$ cat src/rtl/vga_fill_pkg.sv
// Shared constants, register map, FSM states and plot-word packing for the
// rectangle-fill sequencer.
package vga_fill_pkg;

  localparam int H_RES = 160;
  localparam int V_RES = 120;
  localparam int CNT_W = 16;

  localparam logic [3:0] ADDR_CTRL   = 4'd0;
  localparam logic [3:0] ADDR_X0     = 4'd1;
  localparam logic [3:0] ADDR_Y0     = 4'd2;
  localparam logic [3:0] ADDR_X1     = 4'd3;
  localparam logic [3:0] ADDR_Y1     = 4'd4;
  localparam logic [3:0] ADDR_COLOUR = 4'd5;
  localparam logic [3:0] ADDR_COUNT  = 4'd6;

  typedef enum logic [1:0] {
    IDLE  = 2'd0,
    SETUP = 2'd1,
    DRAW  = 2'd2,
    DONE  = 2'd3
  } state_e;

  // Plotter word layout: [30:24]=y, [23:16]=x, [7:0]=colour, rest zero.
  function automatic logic [31:0] pack_plot(input logic [7:0] x,
                                            input logic [6:0] y,
                                            input logic [7:0] colour);
    return {1'b0, y, x, 8'h00, colour};
  endfunction

endpackage

$ cat src/rtl/vga_fill_regs.sv
// Host-facing register file for the fill sequencer: corner/colour storage,
// control strobes and the one-cycle-latency read data pipeline.
module vga_fill_regs #(
  parameter int CNT_W = 16
) (
  input  logic             clk,
  input  logic             reset,
  input  logic [3:0]       s_address,
  input  logic             s_read,
  output logic [31:0]      s_readdata,
  input  logic             s_write,
  input  logic [31:0]      s_writedata,
  input  logic             busy,
  input  logic             done,
  input  logic [CNT_W-1:0] count,
  output logic [7:0]       x0,
  output logic [6:0]       y0,
  output logic [7:0]       x1,
  output logic [6:0]       y1,
  output logic [7:0]       colour,
  output logic             start_req,
  output logic             abort_req
);
  import vga_fill_pkg::*;

  logic [7:0]  x0_q, x0_d;
  logic [6:0]  y0_q, y0_d;
  logic [7:0]  x1_q, x1_d;
  logic [6:0]  y1_q, y1_d;
  logic [7:0]  colour_q, colour_d;
  logic [31:0] rdata_q, rdata_d;
  logic        ctrl_wr;
  logic        unused_wdata;

  assign unused_wdata = ^s_writedata[31:8];
  assign ctrl_wr      = s_write && (s_address == ADDR_CTRL);
  // Abort dominates: a write carrying both bits never launches an operation.
  assign start_req    = ctrl_wr && s_writedata[0] && !s_writedata[1];
  assign abort_req    = ctrl_wr && s_writedata[1];

  always_comb begin
    x0_d     = x0_q;
    y0_d     = y0_q;
    x1_d     = x1_q;
    y1_d     = y1_q;
    colour_d = colour_q;
    if (s_write && !busy) begin
      case (s_address)
        ADDR_X0:     x0_d     = s_writedata[7:0];
        ADDR_Y0:     y0_d     = s_writedata[6:0];
        ADDR_X1:     x1_d     = s_writedata[7:0];
        ADDR_Y1:     y1_d     = s_writedata[6:0];
        ADDR_COLOUR: colour_d = s_writedata[7:0];
        default:     ;
      endcase
    end

    rdata_d = '0;
    if (s_read) begin
      case (s_address)
        ADDR_CTRL:   rdata_d = {30'd0, done, busy};
        ADDR_X0:     rdata_d = {24'd0, x0_q};
        ADDR_Y0:     rdata_d = {25'd0, y0_q};
        ADDR_X1:     rdata_d = {24'd0, x1_q};
        ADDR_Y1:     rdata_d = {25'd0, y1_q};
        ADDR_COLOUR: rdata_d = {24'd0, colour_q};
        ADDR_COUNT:  rdata_d = 32'(count);
        default:     rdata_d = '0;
      endcase
    end
  end

  always_ff @(posedge clk) begin
    if (reset) begin
      x0_q     <= '0;
      y0_q     <= '0;
      x1_q     <= '0;
      y1_q     <= '0;
      colour_q <= '0;
      rdata_q  <= '0;
    end else begin
      x0_q     <= x0_d;
      y0_q     <= y0_d;
      x1_q     <= x1_d;
      y1_q     <= y1_d;
      colour_q <= colour_d;
      rdata_q  <= rdata_d;
    end
  end

  assign x0         = x0_q;
  assign y0         = y0_q;
  assign x1         = x1_q;
  assign y1         = y1_q;
  assign colour     = colour_q;
  assign s_readdata = rdata_q;

endmodule

$ cat src/rtl/vga_fill_ctrl.sv
// Rectangle-fill sequencer: normalises and clips the programmed rectangle,
// then streams one packed plot write per pixel over an Avalon-MM master.
module vga_fill_ctrl #(
  parameter int H_RES = vga_fill_pkg::H_RES,
  parameter int V_RES = vga_fill_pkg::V_RES,
  parameter int CNT_W = vga_fill_pkg::CNT_W
) (
  input  logic        clk,
  input  logic        reset,
  input  logic [3:0]  s_address,
  input  logic        s_read,
  output logic [31:0] s_readdata,
  input  logic        s_write,
  input  logic [31:0] s_writedata,
  output logic        m_write,
  output logic [31:0] m_writedata,
  input  logic        m_waitrequest
);
  import vga_fill_pkg::*;

  localparam logic [7:0] X_MAX = 8'(H_RES - 1);
  localparam logic [6:0] Y_MAX = 7'(V_RES - 1);

  state_e             state_q, state_d;
  logic [7:0]         x_q, x_d, xl_q, xl_d, xh_q, xh_d;
  logic [6:0]         y_q, y_d, yh_q, yh_d;
  logic [CNT_W-1:0]   count_q, count_d;
  logic               busy_q, busy_d;
  logic               done_q, done_d;
  logic               abort_pend_q, abort_pend_d;

  logic [7:0]         x0, x1, colour;
  logic [6:0]         y0, y1;
  logic               start_req, abort_req;
  logic [7:0]         xl_n, xh_n;
  logic [6:0]         yl_n, yh_n;
  logic               off_screen;
  logic               accept;

  vga_fill_regs #(.CNT_W(CNT_W)) u_regs (
    .clk         (clk),
    .reset       (reset),
    .s_address   (s_address),
    .s_read      (s_read),
    .s_readdata  (s_readdata),
    .s_write     (s_write),
    .s_writedata (s_writedata),
    .busy        (busy_q),
    .done        (done_q),
    .count       (count_q),
    .x0          (x0),
    .y0          (y0),
    .x1          (x1),
    .y1          (y1),
    .colour      (colour),
    .start_req   (start_req),
    .abort_req   (abort_req)
  );

  // Corner normalisation and clipping; only consumed in SETUP.
  always_comb begin
    xl_n = (x0 <= x1) ? x0 : x1;
    xh_n = (x0 <= x1) ? x1 : x0;
    yl_n = (y0 <= y1) ? y0 : y1;
    yh_n = (y0 <= y1) ? y1 : y0;
    if (xh_n > X_MAX) xh_n = X_MAX;
    if (yh_n > Y_MAX) yh_n = Y_MAX;
    off_screen = (xl_n > X_MAX) || (yl_n > Y_MAX);
  end

  assign m_write     = (state_q == DRAW);
  assign m_writedata = m_write ? pack_plot(x_q, y_q, colour) : 32'd0;
  assign accept      = m_write && !m_waitrequest;

  always_comb begin
    state_d      = state_q;
    x_d          = x_q;
    y_d          = y_q;
    xl_d         = xl_q;
    xh_d         = xh_q;
    yh_d         = yh_q;
    count_d      = count_q;
    done_d       = done_q;
    abort_pend_d = abort_pend_q;

    case (state_q)
      IDLE: begin
        if (start_req) begin
          state_d      = SETUP;
          done_d       = 1'b0;
          count_d      = '0;
          abort_pend_d = 1'b0;
        end
      end
      SETUP: begin
        if (abort_req) begin
          state_d = IDLE;
        end else if (off_screen) begin
          state_d = DONE;
        end else begin
          xl_d    = xl_n;
          xh_d    = xh_n;
          yh_d    = yh_n;
          x_d     = xl_n;
          y_d     = yl_n;
          state_d = DRAW;
        end
      end
      DRAW: begin
        // A stalled beat is always completed before an abort takes effect.
        if (accept) begin
          count_d = count_q + CNT_W'(1);
          if (abort_req || abort_pend_q) begin
            state_d = IDLE;
          end else if (x_q == xh_q) begin
            if (y_q == yh_q) begin
              state_d = DONE;
            end else begin
              x_d = xl_q;
              y_d = y_q + 7'd1;
            end
          end else begin
            x_d = x_q + 8'd1;
          end
        end else if (abort_req) begin
          abort_pend_d = 1'b1;
        end
      end
      DONE: begin
        done_d  = 1'b1;
        state_d = IDLE;
      end
      default: state_d = IDLE;
    endcase

    busy_d = (state_d != IDLE);
  end

  always_ff @(posedge clk) begin
    if (reset) begin
      state_q      <= IDLE;
      x_q          <= '0;
      y_q          <= '0;
      xl_q         <= '0;
      xh_q         <= '0;
      yh_q         <= '0;
      count_q      <= '0;
      busy_q       <= 1'b0;
      done_q       <= 1'b0;
      abort_pend_q <= 1'b0;
    end else begin
      state_q      <= state_d;
      x_q          <= x_d;
      y_q          <= y_d;
      xl_q         <= xl_d;
      xh_q         <= xh_d;
      yh_q         <= yh_d;
      count_q      <= count_d;
      busy_q       <= busy_d;
      done_q       <= done_d;
      abort_pend_q <= abort_pend_d;
    end
  end

endmodule

$ cat config.mk
export PLATFORM = sky130hd
export DESIGN_NAME = vga_fill_ctrl
export DESIGN_NICKNAME = d
export VERILOG_FILES = /design/src/rtl/vga_fill_pkg.sv /design/src/rtl/vga_fill_regs.sv /design/src/rtl/vga_fill_ctrl.sv
export SDC_FILE = /design/constraint.sdc
export NUM_CORES = 1
export LEC_CHECK = 0
export CAP_MARGIN = 20
export CELL_PAD_IN_SITES_DETAIL_PLACEMENT = 1
export CELL_PAD_IN_SITES_GLOBAL_PLACEMENT = 2
export CORE_AREA = 4 4 155 157
export CTS_CLUSTER_DIAMETER = 120
export DETAILED_ROUTE_END_ITERATION = 8
export DIE_AREA = 0 0 159 161
export GPL_TIMING_DRIVEN = 0
export PLACE_DENSITY = 0.79
export SLEW_MARGIN = 40
export SYNTH_ARGS = -nofsm -noshare
export SYNTH_HDL_FRONTEND = slang
export SYNTH_SLANG_ARGS = --single-unit
$ cat constraint.sdc
create_clock -name clk -period 2.6 [get_ports clk]
set_input_delay 0.78 -clock clk [delete_from_list [all_inputs] [get_ports clk]]
set_output_delay 0.78 -clock clk [all_outputs]
set_load 0.02 [all_outputs]
==> results of run 1 <==
## area by class of cell
class / count / area, um2 / share of cell area
Multi-Input combinational cell: 610 / 4140 / 0.481
Tap cell: 285 / 357 / 0.0415
Sequential cell: 113 / 2300 / 0.267
Antenna cell: 1 / 2.50 / 0.000291
Clock inverter: 12 / 184 / 0.0214
Buffer: 68 / 493 / 0.0573
Clock buffer: 19 / 433 / 0.0503
Timing Repair Buffer: 77 / 608 / 0.0707
Inverter: 22 / 87.6 / 0.0102
## worst max-delay path, delay by kind of cell, from the launching register on
kind | cells | cell delay [ns]
compound gates | 5 | 0.84
simple gates | 2 | 0.58
buf+inv | 3 | 0.44
flops | 1 | 0.34
fa+ha+maj | 1 | 0.31
## power groups by stage
stage | clock network [uW] | logic (uW) | registers, uW
after global routing | 2610 | 1870 | 2020
after global placement | 0 | 1400 | 2040
final | 2480 | 1710 | 2000
after CTS | 2530 | 1560 | 2000
after detailed placement | 0 | 1420 | 2040
after floorplan | 0 | 1060 | 1990
## flip-flops by register name (all words and copies together) (netlist names)
register           flops
abort_pend_q           1
busy_q                 1
count_q               16
done_q                 1
state_q                2
u_regs.colour          8
u_regs.s_readdata     16
u_regs.x0              8
u_regs.x1              8
u_regs.y0              7
u_regs.y1              7
x_q                    8
xh_q                   8
xl_q                   8
y_q                    7
yh_q                   7
## cells in the mapped netlist, types with 16 or more instances
cell,n,area [um2]
dfxtp_1,113,2260
nor2_1,106,398
mux2i_1,60,601
a21oi_1,49,245
o21ai_0,43,215
nand2_1,41,154
clkbuf_1,36,135
and2_1,32,200
nand3_1,30,150
nor3_1,27,135
buf_4,26,195
ha_1,22,275
inv_1,22,82.6
xnor2_1,16,140
## cell families (layout without fill, tap and decap cells)
logic type	after synthesis	count (layout)
buf+inv	91	198
other cells	1	26
mux	67	67
simple gates	301	301
compound gates	164	164
xor+xnor	31	31
fa+ha+maj	22	22
flops	113	113
## routing by layer
layer | up-vias | GRT usage | routed length (um)
met2 | 111 | 0.279 | 10600
met4 | 0 | 0.0465 | 319
met3 | 22 | 0.0286 | 611
met5 | - | 0 | 0
met1 | 3079 | 0.244 | 11200
li1 | 3011 | - | -
## timing repair
action,in CTS,in global routing
buffers inserted,8,13
gates cloned,0,2
gates resized for setup,165,79
endpoints found under the setup margin,104,74
pin swaps,12,17
## metrics by stage
step | setup TNS, ns | worst slack [ns] | instances | power, uW
floorplan | 0 | 0.000761 | 814 | 3060
global placement | -86.28 | -1.06 | 1153 | 3440
detailed placement | -85.58 | -1.03 | 1153 | 3460
CTS | 0 | 0.00405 | 1191 | 6090
global route | -0.752 | -0.112 | 1206 | 6510
finish | 0 | 0.0223 | 1207 | 6190
## worst paths after layout
kind	startpoint	end	slack, ns	depth (start not counted)
worst max-delay path	u_regs.x1[1]	y_q[6]	0.02	11
worst min-delay path	count_q[15]	u_regs.s_readdata[15]	0.48	1
worst max register to register	u_regs.x1[1]	y_q[6]	0.02	11
worst min register to register	count_q[15]	u_regs.s_readdata[15]	0.48	1
==> metrics.md, run 1 <==
| Metric | Value |
|---|---|
| HPWL after detailed placement | `16700 um` |
| Synth-to-Final Area Change | `32.6%` |
| Commonest cells after routing, fill and taps aside | `nor2_1, dfxtp_1, mux2i_1` |
| Vias per cell | `5.16` |
| Most used cell, CP | `buf_4` |
| Final Util | `0.382` |
| Post-Syn Area per Cell | `8.21 um2` |
| RSZ-0062 raised after global routing | `yes` |
| Pint | `4170 uW` |
| Syn. warnings | `0` |
| First-pass detailed-route iteration total | `4` |
| Antenna violations before repair | `0` |
| Max Cap Violations | `0` |
| Arr. time, crit path | `2.91 ns` |
| Critical Path RT | `2.94 ns` |
| Vias in the first global route | `6325` |
| IO Count | `106` |
| Final-layout fill cell count | `2654` |
| Hold Path Class | `flop to flop` |
| Die area | `0.0256 mm2` |
| Top FF cell, synth | `dfxtp_1` |
| Placed inst area | `0.00747 mm2` |
| Total global-route track usage | `0.174` |
| Outcome | `finished, final reports clean` |
| Site Rows | `55` |
| Final period util | `0.991` |
| Combinational fraction of design power | `0.276` |
| Input/output buffers | `54` |
| Wire length of the first global-routing pass | `35900 um` |
| 1st-iter DRT viols | `438` |
| Slowest stage delay, CP | `0.44 ns` |
| Ratio of cells with drive above 1 in the final layout | `0.228` |
| CP max-delay cell | `or3_4` |
| Clock Sinks | `113` |
| Final Hold Vio Count | `0` |
| Pin slew with the least headroom to its limit | `0.714 ns` |
| Initial Util | `0.288` |
| Chip Width | `159 um` |
| Synth Area in XOR/XNOR | `0.0419` |
| Lkg Pwr | `0.00351 uW` |
| Switching share of power | `0.327` |
| Root Driver | `clkbuf_16` |
| Cells after synthesis | `790` |
| Core area | `0.0225 mm2` |
| Skew final | `0.00908 ns` |
| Max-slew headroom | `0.524` |
| Slew Viols, Final | `0` |
| Final min period | `2.58 ns` |
| CP cell instances | `inv_2 -> ha_1 -> nor2b_1 -> o211ai_1 -> buf_4 -> a211oi_4 -> or3_4 -> a32oi_4 -> buf_4 -> o21ai_0 -> a31oi_1` |
| Largest net degree at the start of global routing | `17` |
| Post-synthesis simple-gate area fraction | `0.232` |
| Fin area | `0.00860 mm2` |
| Max frequency | `0.388 GHz` |
| Worst-skew pair later-pin latency | `0.42 ns` |
| Post-Syn Area | `0.00648 mm2` |
| CTS H-tree lvls | `4` |
| Number of flops mapped to enable cells by yosys | `0` |
| Register share of total power | `0.324` |
| Ys async rst share | `0` |
| Crit path launch type | `flop` |
| Worst-path fanout max | `5` |
| Commonest non-fill, non-tap cell in the layout | `nor2_1` |
| Remaining DRCs | `0` |
| Hold Slack | `0.482 ns` |
| Max VDD drop | `0.000418 V` |
| Worst setup EP type | `flop` |
| Adder-cell share of the synthesized area | `0.0424` |
| Critical path class | `flop to flop` |
| CTS hold repair buffers | `0` |
| Clk slew on worst S/H paths | `0.06 ns` |
| CTS tree | `done` |
| Antenna-violating nets left | `0` |
| Gr ovfl total | `0` |
| Setup-failing EPs final | `0` |
| Largest family of logic cells by synthesized area | `simple AND/OR/NAND/NOR gates` |
| Portion of netlist area occupied by mux cells | `0.105` |
| CTS Buf Count | `17` |
| Synthesized flop and latch total | `113` |
| Drt total wl | `22700 um` |
| Netlist cell types | `60` |
| Compound-Gate Fraction of Synth Area | `0.159` |
| Switching power | `2020 uW` |
| Die height | `161 um` |
| Fin nets | `972` |
| PwrDens | `720 mW/mm2` |
| Seq/Total Area, Yosys | `0.349` |
| Vias post-DR | `6223` |
| Placer Congestion | `0.808` |
| Clk buf depth | `2` |
| Clock group share of total power | `0.400` |
| Mean routed wirelength per cell | `18.8 um` |
Power figures use the tool's default switching activity.
==> run 2: changes to the inputs <==
--- a/config.mk
+++ b/config.mk
@@ -12,7 +12,6 @@
 export CTS_CLUSTER_DIAMETER = 120
 export DETAILED_ROUTE_END_ITERATION = 8
 export DIE_AREA = 0 0 159 161
-export GPL_TIMING_DRIVEN = 0
 export PLACE_DENSITY = 0.79
 export SLEW_MARGIN = 40
 export SYNTH_ARGS = -nofsm -noshare
==> metrics.md, run 2 (synthesis results as in run 1) <==
| Metric | Value |
|---|---|
| CTS hold repair buffers | `0 (unchanged)` |
| Vias per cell | `4.98 (was 5.16)` |
| Placed Cells | `1184 (was 1153)` |
| IO Count | `106 (unchanged)` |
| M1 WL | `11000 um (was 11200 um)` |
| Mean routed wirelength per cell | `17.8 um (was 18.8 um)` |
| Max-slew headroom | `0.502 (was 0.524)` |
| Commonest cells after routing, fill and taps aside | `dfxtp_1, nor2_1, buf_4 (was nor2_1, dfxtp_1, mux2i_1)` |
| HPWL after detailed placement | `16100 um (was 16700 um)` |
| Slew Viols, Final | `0 (unchanged)` |
| CTS H-tree lvls | `4 (unchanged)` |
| Antenna violations before repair | `0 (unchanged)` |
| Synth-to-Final Area Change | `34.6% (was 32.6%)` |
| CTS Buf Count | `17 (unchanged)` |
| Critical path class | `flop to primary output (was flop to flop)` |
| Top routing layer used | `met4 (unchanged)` |
| Chip Width | `159 um (unchanged)` |
| Die area | `0.0256 mm2 (unchanged)` |
| Met2 wire length | `9900 um (was 10600 um)` |
| Max frequency | `0.396 GHz (was 0.388 GHz)` |
| Switching share of power | `0.314 (was 0.327)` |
| Clk buf depth | `2 (unchanged)` |
| Total global-route track usage | `0.167 (was 0.174)` |
| Arr. time, crit path | `1.75 ns (was 2.91 ns)` |
| Site Rows | `55 (unchanged)` |
| TNS Setup | `0 ns (unchanged)` |
| Critical Path RT | `1.82 ns (was 2.94 ns)` |
| Slowest stage delay, CP | `0.34 ns (was 0.44 ns)` |
| Drt total wl | `21700 um (was 22700 um)` |
| Pin slew with the least headroom to its limit | `0.741 ns (was 0.714 ns)` |
| Initial Util | `0.288 (unchanged)` |
| Largest net degree at the start of global routing | `48 (was 17)` |
| Input/output buffers | `56 (was 54)` |
| Lkg Pwr | `0.00366 uW (was 0.00351 uW)` |
| Final Hold Vio Count | `0 (unchanged)` |
| 1st-iter DRT viols | `347 (was 438)` |
| Register share of total power | `0.313 (was 0.324)` |
| Pint | `4350 uW (was 4170 uW)` |
| # diodes | `0 (was 1)` |
| CP max-delay cell | `dfxtp_1 (was or3_4)` |
| First-pass detailed-route iteration total | `4 (unchanged)` |
| Crit path launch type | `flop (unchanged)` |
| Die height | `161 um (unchanged)` |
| Clk slew on worst S/H paths | `0.06 ns (about the same)` |
| Antenna-violating nets left | `0 (unchanged)` |
| CTS tree | `done (unchanged)` |
| Hold Slack | `0.481 ns (was 0.482 ns)` |
| Fin cells | `1220 (was 1207)` |
| Max Cap Violations | `0 (unchanged)` |
| Vias post-DR | `6076 (was 6223)` |
| Remaining DRCs | `0 (unchanged)` |
| Combinational fraction of design power | `0.277 (was 0.276)` |
| Outcome | `finished, final reports clean (unchanged)` |
| Skew final | `0.0115 ns (was 0.00908 ns)` |
| Gr ovfl total | `0 (unchanged)` |
| Final period util | `0.972 (was 0.991)` |
| Metal3 WL | `593 um (was 611 um)` |
| Final min period | `2.53 ns (was 2.58 ns)` |
| Worst-skew pair later-pin latency | `0.42 ns (about the same)` |
| Switching power | `1990 uW (was 2020 uW)` |
| Setup-failing EPs final | `0 (unchanged)` |
| CP cell instances | `inv_2 -> ha_4 -> buf_12 -> and2_1 -> dlygate4sd2_1 (was inv_2 -> ha_1 -> nor2b_1 -> o211ai_1 -> buf_4 -> a211oi_4 -> or3_4 -> a32oi_4 -> buf_4 -> o21ai_0 -> a31oi_1)` |
| Clock Sinks | `113 (unchanged)` |
| Fin nets | `985 (was 972)` |
| Hold Path Class | `flop to flop (unchanged)` |
| Core area | `0.0225 mm2 (unchanged)` |
| Clock group share of total power | `0.410 (was 0.400)` |
| Placer Congestion | `0.812 (was 0.808)` |
| Vias in the first global route | `6177 (was 6325)` |
| Commonest non-fill, non-tap cell in the layout | `dfxtp_1 (was nor2_1)` |
| Max VDD drop | `0.000432 V (was 0.000418 V)` |
| Ratio of cells with drive above 1 in the final layout | `0.198 (was 0.228)` |
| Total Power | `6340 uW (was 6190 uW)` |
| Root Driver | `clkbuf_16 (unchanged)` |
| Wire length of the first global-routing pass | `34500 um (was 35900 um)` |
| PwrDens | `727 mW/mm2 (was 720 mW/mm2)` |
| Worst setup EP type | `primary output (was flop)` |
| Worst-path fanout max | `41 (was 5)` |
run 2: power by group through the flow:
stage,clock network (uW),registers [uW],logic (uW)
after detailed placement,0,2020,1640
after CTS,2640,1980,1650
final,2600,1980,1760
after floorplan,0,1990,1060
after global routing,2730,2000,1920
after global placement,0,2010,1610
run 2: cell type report:
cell class                 count  area (um2)
fill                        2670       13800
multi-input combinational    610        4000
sequential                   113        2270
timing repair buffer         158        1370
clock buffer                  19         443
tap                          285         357
clock inverter                13         210
inverter                      22        82.6
run 2: final timing paths:
check | startpoint | endpoint | slack [ns] | depth (start not counted)
max | state_q[0] | m_writedata[21] | 0.07 | 5
min reg2reg | count_q[15] | u_regs.s_readdata[15] | 0.48 | 1
max reg2reg | u_regs.y1[5] | y_q[5] | 0.10 | 10
min | count_q[15] | u_regs.s_readdata[15] | 0.48 | 1
run 2: worst max-delay path: cells and delay by family (launching register included):
| family | cells | cell delay, ns |
|---|---|---|
| fa+ha+maj | 1 | 0.18 |
| buf+inv | 3 | 0.65 |
| flops | 1 | 0.34 |
| simple gates | 1 | 0.15 |
run 2: per-layer routing:
layer | up-vias | GRT usage
li1 | 3034 | -
met1 | 2916 | 0.234
met2 | 105 | 0.265
met3 | 21 | 0.0242
met4 | 0 | 0.0501
met5 | - | 0
run 2: repair_timing:
item                                   4_1_cts  5_1_grt
buffers inserted                             0        3
setup endpoints to repair                   33       45
pin swaps                                    0       13
endpoints found under the hold margin        0        0
cloned                                       0        1
resized for setup                           37       42
run 2: metrics by stage:
step	util	setup WS [ns]	area, um2
global placement	0.352	-0.611	7920
CTS	0.380	0.00553	8560
floorplan	-	0.000761	6580
detailed placement	0.352	-0.618	7920
global route	0.388	-0.0517	8730
finish	0.388	0.0718	8730
